## config.mk

```make
export PLATFORM = sky130hd
export DESIGN_NAME = ntt_poly_buffer
export DESIGN_NICKNAME = d
export VERILOG_FILES = /design/src/rtl/ntt_poly_buffer.sv
export SDC_FILE = /design/constraint.sdc
export NUM_CORES = 2
export LEC_CHECK = 0
export BUFFER_PORTS_ARGS = -buffer_cell sky130_fd_sc_hd__buf_2
export CORE_ASPECT_RATIO = 1.2
export CORE_UTILIZATION = 62
export CTS_CLUSTER_DIAMETER = 120
export DETAILED_ROUTE_END_ITERATION = 16
export GPL_ROUTABILITY_DRIVEN = 0
export PLACE_DENSITY = 0.79
export SYNTH_ARGS = -nofsm -noshare
export SYNTH_HDL_FRONTEND = slang
export SYNTH_SLANG_ARGS = --single-unit
```

## constraint.sdc

```tcl
create_clock -name clk -period 14 [get_ports clk]
set_input_delay 2.8 -clock clk [delete_from_list [all_inputs] [get_ports clk]]
set_output_delay 2.8 -clock clk [all_outputs]
set_load 0.005 [all_outputs]
```

## src/rtl/ntt_poly_buffer.sv

```systemverilog
// Multi-slot polynomial buffer in front of the NTT wrapper.
// Slots are loaded from a host stream, transformed in FIFO order through the
// wrapper's address port, and unloaded in natural order through a 2-entry FIFO.
module ntt_poly_buffer #(
    parameter int LOGQ       = 64,
    parameter int LOGN       = 4,
    parameter int NBANK      = 2,
    parameter int DELAY_BRAM = 1,
    parameter int AW         = ((LOGN < 9) ? 9 : LOGN) + 1
) (
    input  logic            clk,
    input  logic            rst,
    input  logic            ld_valid,
    output logic            ld_ready,
    input  logic [LOGQ-1:0] ld_data,
    input  logic            ld_last,
    input  logic            ld_intt,
    output logic            ul_valid,
    input  logic            ul_ready,
    output logic [LOGQ-1:0] ul_data,
    output logic            ul_last,
    output logic            ntt_start,
    output logic            ntt_intt,
    output logic            ntt_btf_gs,
    input  logic            ntt_finish,
    input  logic [AW-1:0]   read_address,
    input  logic [AW-1:0]   write_address,
    input  logic            wea,
    output logic [LOGQ-1:0] data_in_0,
    output logic [LOGQ-1:0] data_in_1,
    input  logic [LOGQ-1:0] data_out_0,
    input  logic [LOGQ-1:0] data_out_1,
    output logic            ld_err
);

    localparam int N  = 1 << LOGN;
    localparam int PW = $clog2(NBANK);

    typedef enum logic [1:0] {S_FREE, S_LOADED, S_BUSY, S_DONE} slot_st_t;
    typedef enum logic [1:0] {F_IDLE, F_RUN, F_WAIT_LOW} fsm_t;

    logic [LOGQ-1:0] src_mem [NBANK][N];
    logic [LOGQ-1:0] dst_mem [NBANK][N];
    slot_st_t        slot_st [NBANK];
    logic [NBANK-1:0] slot_mode;

    logic [PW-1:0]   ld_ptr, ntt_ptr, ul_ptr;
    logic [LOGN-1:0] ld_cnt;
    logic [LOGN:0]   ul_cnt;

    fsm_t            fsm_q, fsm_d;
    logic            ntt_go, ntt_fin, ntt_busy, ntt_mode_q;

    logic            ld_fire, ld_at_end, ld_end;
    logic [LOGN-2:0] ra, wa;
    logic            unused_addr_bits;

    logic [LOGQ-1:0] s0_0, s0_1, s1_0, s1_1;
    logic            busy_d;

    logic            rd_valid, rd_last, ul_issue, ul_pop, ul_end;
    logic [LOGQ-1:0] rd_data;
    logic [LOGQ-1:0] fifo_data [2];
    logic [1:0]      fifo_last;
    logic            wr_ptr, rd_ptr;
    logic [1:0]      fifo_cnt;
    logic [2:0]      occ;

    function automatic logic [PW-1:0] ptr_inc(input logic [PW-1:0] p);
        return (p == PW'(NBANK - 1)) ? '0 : p + 1'b1;
    endfunction

    assign ra = read_address[LOGN-2:0];
    assign wa = write_address[LOGN-2:0];
    assign unused_addr_bits = ^{read_address[AW-1:LOGN-1], write_address[AW-1:LOGN-1]};

    assign ld_ready  = (slot_st[ld_ptr] == S_FREE);
    assign ld_fire   = ld_valid & ld_ready;
    assign ld_at_end = (ld_cnt == LOGN'(N - 1));
    assign ld_end    = ld_fire & ld_at_end;

    // Load side: beat counter, slot mode capture, misplaced-last detection
    always_ff @(posedge clk or posedge rst) begin
        if (rst) begin
            ld_ptr    <= '0;
            ld_cnt    <= '0;
            ld_err    <= 1'b0;
            slot_mode <= '0;
        end else if (ld_fire) begin
            if (ld_cnt == '0)
                slot_mode[ld_ptr] <= ld_intt;
            if (ld_last != ld_at_end)
                ld_err <= 1'b1;
            if (ld_at_end) begin
                ld_cnt <= '0;
                ld_ptr <= ptr_inc(ld_ptr);
            end else begin
                ld_cnt <= ld_cnt + 1'b1;
            end
        end
    end

    // Slot lifecycle; each event requires a distinct current state, so the
    // four updates always target distinct slots and never collide
    always_ff @(posedge clk or posedge rst) begin
        if (rst) begin
            for (int unsigned i = 0; i < NBANK; i++)
                slot_st[i] <= S_FREE;
        end else begin
            if (ld_end)   slot_st[ld_ptr]  <= S_LOADED;
            if (ntt_go)   slot_st[ntt_ptr] <= S_BUSY;
            if (ntt_fin)  slot_st[ntt_ptr] <= S_DONE;
            if (ul_end)   slot_st[ul_ptr]  <= S_FREE;
        end
    end

    // NTT FSM state register
    always_ff @(posedge clk or posedge rst) begin
        if (rst) fsm_q <= F_IDLE;
        else     fsm_q <= fsm_d;
    end

    // NTT FSM next-state logic
    always_comb begin
        fsm_d = fsm_q;
        case (fsm_q)
            F_IDLE:     if (slot_st[ntt_ptr] == S_LOADED) fsm_d = F_RUN;
            F_RUN:      if (ntt_finish)                   fsm_d = F_WAIT_LOW;
            F_WAIT_LOW: if (!ntt_finish)                  fsm_d = F_IDLE;
            default:                                      fsm_d = F_IDLE;
        endcase
    end

    // NTT FSM outputs and event strobes
    always_comb begin
        ntt_go    = (fsm_q == F_IDLE) && (slot_st[ntt_ptr] == S_LOADED);
        ntt_fin   = (fsm_q == F_RUN) && ntt_finish;
        ntt_busy  = (fsm_q == F_RUN);
        ntt_start = ntt_busy;
    end

    // Transform pointer and registered mode of the slot being transformed
    always_ff @(posedge clk or posedge rst) begin
        if (rst) begin
            ntt_ptr    <= '0;
            ntt_mode_q <= 1'b0;
        end else begin
            if (ntt_go)  ntt_mode_q <= slot_mode[ntt_ptr];
            if (ntt_fin) ntt_ptr    <= ptr_inc(ntt_ptr);
        end
    end

    assign ntt_intt   = ntt_mode_q;
    assign ntt_btf_gs = ntt_mode_q;

    // Coefficient storage writes (contents survive reset)
    always_ff @(posedge clk) begin
        if (ld_fire)
            src_mem[ld_ptr][ld_cnt] <= ld_data;
        if (wea && ntt_busy) begin
            dst_mem[ntt_ptr][{1'b0, wa}] <= data_out_0;
            dst_mem[ntt_ptr][{1'b1, wa}] <= data_out_1;
        end
    end

    // NTT read pipeline; stages only advance while a slot is busy so the
    // outputs hold their last value otherwise
    always_ff @(posedge clk or posedge rst) begin
        if (rst) begin
            s0_0   <= '0;
            s0_1   <= '0;
            s1_0   <= '0;
            s1_1   <= '0;
            busy_d <= 1'b0;
        end else begin
            busy_d <= ntt_busy;
            if (ntt_busy) begin
                s0_0 <= src_mem[ntt_ptr][{1'b0, ra}];
                s0_1 <= src_mem[ntt_ptr][{1'b1, ra}];
            end
            if (busy_d) begin
                s1_0 <= s0_0;
                s1_1 <= s0_1;
            end
        end
    end

    assign data_in_0 = (DELAY_BRAM == 2) ? s1_0 : s0_0;
    assign data_in_1 = (DELAY_BRAM == 2) ? s1_1 : s0_1;

    // Unload read issue: in-flight read plus FIFO occupancy, net of this
    // cycle's pop, must leave room so a stalled host never loses a beat
    always_comb begin
        ul_pop   = ul_valid & ul_ready;
        occ      = {1'b0, fifo_cnt} + {2'b0, rd_valid} - {2'b0, ul_pop};
        ul_issue = (slot_st[ul_ptr] == S_DONE) && (ul_cnt != (LOGN + 1)'(N)) && (occ < 3'd2);
        ul_end   = ul_pop & ul_last;
    end

    // Unload result memory read stage
    always_ff @(posedge clk) begin
        if (ul_issue)
            rd_data <= dst_mem[ul_ptr][ul_cnt[LOGN-1:0]];
    end

    // Unload counters and 2-entry output FIFO
    always_ff @(posedge clk or posedge rst) begin
        if (rst) begin
            ul_ptr    <= '0;
            ul_cnt    <= '0;
            rd_valid  <= 1'b0;
            rd_last   <= 1'b0;
            fifo_data[0] <= '0;
            fifo_data[1] <= '0;
            fifo_last <= '0;
            wr_ptr    <= 1'b0;
            rd_ptr    <= 1'b0;
            fifo_cnt  <= '0;
        end else begin
            rd_valid <= ul_issue;
            rd_last  <= ul_issue && (ul_cnt == (LOGN + 1)'(N - 1));
            if (ul_end) begin
                ul_cnt <= '0;
                ul_ptr <= ptr_inc(ul_ptr);
            end else if (ul_issue) begin
                ul_cnt <= ul_cnt + 1'b1;
            end
            if (rd_valid) begin
                fifo_data[wr_ptr] <= rd_data;
                fifo_last[wr_ptr] <= rd_last;
                wr_ptr            <= ~wr_ptr;
            end
            if (ul_pop)
                rd_ptr <= ~rd_ptr;
            fifo_cnt <= fifo_cnt + {1'b0, rd_valid} - {1'b0, ul_pop};
        end
    end

    assign ul_valid = (fifo_cnt != 2'd0);
    assign ul_data  = fifo_data[rd_ptr];
    assign ul_last  = ul_valid & fifo_last[rd_ptr];

endmodule

```

---- After elaboration in Yosys (flattened, before gate mapping) ----
Memories as Yosys holds them, arrays and structs flattened.
Index checks and enable logic that the tools add are counted.
storage, ports and cells
  bits in registers ....................... 350
  bits in writable memories ............... 4096
  input port bits ......................... 220
  output and inout port bits .............. 199
  logic and storage cells ................. 2233
  memories ................................ 2
operators by class
  add/sub/neg operators ................... 9
  $lt $le $gt $ge ......................... 25
  equal/unequal tests ..................... 11
  muxes and demuxes ....................... 1089
  bitwise logic cells ..................... 1051
  reduce and logical (&&, ||, !) cells .... 24
memories
  memory   words  bits a word  read ports  clocked after memory_dff  write ports  line  text
  dst_mem  2      1024         1           0                         1            43    logic [LOGQ-1:0] dst_mem [NBANK][N];
  src_mem  2      1024         1           0                         1            42    logic [LOGQ-1:0] src_mem [NBANK][N];
operators with widths
  kind                  count
  $mux W1024            3
  $mux W1               1035
  $or A1 B1 Y1          1024
  $mux W64              13
  $bmux W64 S4          3
  $demux W64 S4         3
  $bwmux W128           1
  $demux W64 S1         1
  $ge A5 B5 Y1 const B  6
  $mux W2               15
  $mux W4               5
  $not A4 Y5            4
  $logic_and A1 B1 Y1   15
  $lt A5 B1 Y1 const B  3
  $ge A2 B2 Y1 const B  5
  $mux W5               2
  $not A1 Y2            5
  $not A3 Y5            2
  $lt A1 B2 Y1 const B  4
  $lt A2 B1 Y1 const B  4
  $demux W2 S1          3
  $ne A2 B2 Y1 const B  3
  $pmux W2 S3           1
  $reduce_and A2 Y1     3
  29 further kinds      46

---- Longest topological paths before layout ----
  word-level depth ........................ 14
  gate-level depth with buffers ........... 10
  depth with buffers taken out ............ 9

---- Worst setup path after synthesis ----
Ideal clock, no wire load.
  path kind ............................... input port to flip-flop
  from .................................... in write_address[1]
  to ...................................... mem dst_mem[0][100] in the netlist's numbering, enable pin
  library setup time ...................... 0.771 ns
  arrival time ............................ 11.715 ns
  required time ........................... 13.229 ns
  path slack .............................. 1.514 ns
  stages on the path ...................... 2
  path buffers ............................ 0
  cell sequence ........................... nand2_1 -> nor3_1
between the ends
  word-level cells in the longest chain between the ends .. 7
  elaborated cells on any way between the ends .. 15
  those cells by class .................... order compare (4); mux (6); bitwise (3); reduce/logical (2)
RTL lines
  element                                                                line      text
  start, declared                                                        27        input logic [AW-1:0] write_address,
  $not A3 Y5 (implied by the code) / $not A4 Y5 (equally long branches)  161, 162
  $ge A5 B5 Y1 (implied by the code), or another cell as far along       161       dst_mem[ntt_ptr][{1'b0, wa}] <= data_out_0;
  $logic_and A1 B1 Y1, on equally long branches                          161, 162
  $mux W64, on equally long branches                                     161, 162
  $demux W64 S4, on equally long branches                                161, 162
  $mux W1024, on equally long branches                                   161, 162
  $or A1 B1 Y1 (no line) *                                               --
  end, declared                                                          43
Mark *: on every way between the ends. The rest lies on a longest branch, timed or not.

---- Worst setup path in the final report ----
  from .................................... reg rd_ptr
  to ...................................... out ul_data[34]
between the ends
  word-level cells in the longest chain between the ends .. 4
RTL lines
  element                                      line  text
  start, declared                              65    logic wr_ptr, rd_ptr;
  start signal, assigned                       234   rd_ptr <= ~rd_ptr;
  $not A1 Y2 (implied by the code)             240   assign ul_data = fifo_data[rd_ptr];
  $mux W64 (implied by the code) (3 in a row)  240
  end, declared                                20    output logic [LOGQ-1:0] ul_data,
Every way passes these cells. The select of a mux whose other input is x is not followed.

==> summary.txt <==
Clock network
  – CTS Root Cell: clkbuf_16
  – CTS tree: yes
  – Cts hold-fix bufs: 0
  – Longest Clk Path Bufs: 4
  – Skew-Pair Late Insertion Delay: 0.91 ns
  – Post-CTS setup buffer count: 0
  – Post_cts resized: 0
  – H-tree Lvls: 5
  – Reg clk slew, reported paths: 0.07 ns
  – Clk sinks: around 4400
  – CTS Buf Count: 414

Critical path
  – Worst setup EP type: output pin
  – Kind of critical path: reg2out
  – Critical path launch point type: flip-flop
  – CP max FO: 39
  – Flop-to-flop setup slack: ~8.6 ns
  – R2r startpoint: ntt_ptr
  – Biggest cell delay along the critical path: about 0.77 ns
  – Critical path arrival: 3.23 ns
  – Slowest cell on crit path: dfrtp_4
  – Worst r2r dst: data_in_1[8]
  – Cells on worst reg2reg path: 8
  – Req. time, crit path: about 11 ns
  – Crit-path cells: buf_4 > mux2_2 > buf_2

Floorplanning
  – Die span in x: between 400 and 500 um
  – Die Y: 584 um
  – Num ports: 419
  – Number of placement rows: 213
  – Die area: 0.284 mm2
  – Starting Density: 0.623
  – Core area: 0.281 mm2

STA
  – # setup viols final: 0
  – Final period utilization: 0.431
  – Final setup TNS: 0 ns
  – Min Tclk post-route: 6.03 ns
  – Skew final: 0.0468 ns
  – Fin. max-slew vios: 0
  – Worst slew margin: 0.188
  – Final Hold Fails: 0
  – Fmax: 0.166 GHz
  – RSZ-0062 raised after global routing: false
  – Slew @ Worst Pin: 1.22 ns

Worst hold path
  – Hold depth: 1
  – Hold EP: ld_err
  – Worst hold path type: reg2reg
  – HP Start: ld_err

Drt
  – Pre-antenna DRT Iters: 5
  – Vias: between 90000 and 100k
  – DRC viols: 0
  – DR vias/cell: 6.75
  – DRT antenna net count: 0
  – WL/cell: 31.7 um
  – Initial DRC Count: 11100
  – Drt total wl: 440000 um

Cells and area
  – Fill count: 16800
  – Multi-input logic area: 0.0406 mm2
  – Layout Area Growth over Synthesis: 11.7%
  – Register area: 0.132 mm2
  – NumNets Final: roughly 10000
  – Most frequent cells in the layout: 4160 x edfxtp_1, 1493 x mux2i_1, 692 x mux2_2
  – Final Cell Area: 0.195 mm2
  – Share of cells above drive strength 1: 0.228
  – Most common cell after layout, fill and taps aside: edfxtp_1

Global routing
  – Gr ovfl total: 0
  – Vias in the first global route: roughly 95000
  – Initial antenna violation count: 84
  – Global-route wire length before repair: 634000 um
  – GRT Total Usage: 0.307
  – Largest net degree at the start of global routing: 149

Synth
  – Synth Flop Type: edfxtp_1
  – Count of different cell masters after synthesis: 60
  – Yosys warning count: 0
  – Post-Synthesis Cell Area: 0.175 mm2
  – Register bit total from synthesis: 4446
  – Simple-Gate Fraction of Synth Area: 0.0151
  – EDFF count, synth: 4160
  – Synth Instances: 9316
  – Post-Syn Nets: 9545
  – Synth top area share: 0.714
  – Ys async rst share: 0.0643
  – Post-Synth Adder-Cell Area: 0.000687
  – Synth area leaders: edfxtp_1 71%, mux2i_1 8.5%, mux2_2 4.5%, dfrtp_1 4.1%, mux4_2 3.6%
  – Post-synthesis xor/xnor area fraction: 0.000401
  – Sequential share of the synthesized area: 0.755
  – Yosys top cell by area: edfxtp_1
  – Syn Area/Cell: approximately 19 um2
  – Main combinational cell family by area after synthesis: multiplexers
  – Mux cell area share after synthesis: 0.167
  – Compound-Gate Fraction of Synth Area: 0.0466

Placement
  – Port Buffer Count: between 400 and 500
  – DP Area: between 0.15 and 0.2 mm2
  – Placed wire-length estimate: 228000 um

Pwr
  – Leakage: roughly 63 nW
  – Pwr dens: 179 mW/mm2
  – Peak VDD IR: 0.213 mV

Outcome
  – Status: complete, no violations

Run
  – Max cap viols: 0
## worst max path at each step
| stage | startpoint | to | slack [ns] | cells past startpoint |
|---|---|---|---|---|
| final | rd_ptr | ul_data[34] | 7.97 | 3 |
| after global routing | rd_ptr | ul_data[34] | 7.94 | 3 |
| after CTS | rd_ptr | ul_data[34] | 7.95 | 3 |
| after detailed placement | read_address[2] | data_in_0[21] | 7.35 | 7 |
| after global placement | read_address[2] | data_in_1[24] | 7.48 | 7 |
| after floorplan | write_address[1] | dst_mem[0][100] | 1.51 | 2 |
## registers in the layout, indices dropped and copies added (netlist names), 2 cells and up
signal and cells:
slot_mode 2, fifo_cnt 2, fsm_q 2, ul_cnt 5, fifo_last 2, ld_cnt 4, rd_data 64, slot_st 4
dst_mem 2048, src_mem 2048, fifo_data 128, data_in_0 64, data_in_1 64
## per-layer routing
metal / track usage / wire (um) / up-vias
met4: 0.122 / 18300 / 78
met1: 0.383 / 154000 / 48400
met3: 0.0596 / 43000 / 1140
met2: 0.531 / 225000 / 5399
li1: - / - / 38800
met5: 0 / 532 / -
## synthesized netlist by cell type (all sizes together), types with 3 or more instances
library cell,count
nand2,57
a221o,23
a21oi,220
o21ai,139
o221ai,23
or2,4
ha,8
and3,3
mux2i,1493
a22oi,229
nor3,145
o22ai,408
mux4,279
or3b,5
nand4,44
a22o,46
clkbuf,269
o32ai,128
nor2,181
inv,12
dfrtp,286
xnor2,5
xor2,3
buf,311
nor2b,3
or3,3
nand3,88
edfxtp,4160
mux2,708
nand2b,7
nand3b,4
## layout make-up
cell class / instances / share of cell area
Sequential cell: 4446 / 0.676
Multi-Input combinational cell: 4278 / 0.208
Clock buffer: 557 / 0.0594
Tap cell: 3762 / 0.0241
Timing Repair Buffer: 601 / 0.0189
Clock inverter: 206 / 0.0123
Antenna cell: 38 / 0.000487
Inverter: 12 / 0.000308
## critical path, delay by kind of cell, from the launching register on
kind | cells | cell delay [ns]
flops | 1 | 0.77
mux | 1 | 0.49
buf+inv | 2 | 0.96
## kinds of logic after synthesis
family | after synthesis
DFF | 4446
muxes | 2480
AOI/OAI and AO/OA | 1229
buffers and inverters | 592
and+or+nand+nor | 552
adders and majority gates | 9
xor gates and xnor gates | 8
## metrics by stage
stage | hold slack, ns | utilization | power [W] | worst slack, ns | std cells
after floorplan | 0.451 | - | 0.0210 | 1.51 | 9316
after global placement | 0.444 | 0.646 | 0.0233 | 7.48 | 13100
after detailed placement | 0.446 | 0.646 | 0.0235 | 7.35 | 13100
after CTS | 0.466 | 0.696 | 0.0349 | 7.95 | 13900
after global routing | 0.499 | 0.696 | 0.0359 | 7.94 | 13900
final | 0.460 | 0.696 | 0.0349 | 7.97 | 13900
## power by group
group / total [W] / internal, W / switching [W]
Combinational: 0.00769 / 0.00325 / 0.00444
Sequential: 0.0157 / 0.0152 / 0.000521
Clock: 0.0115 / 0.00672 / 0.00480
(Power assumes the default switching activity.)
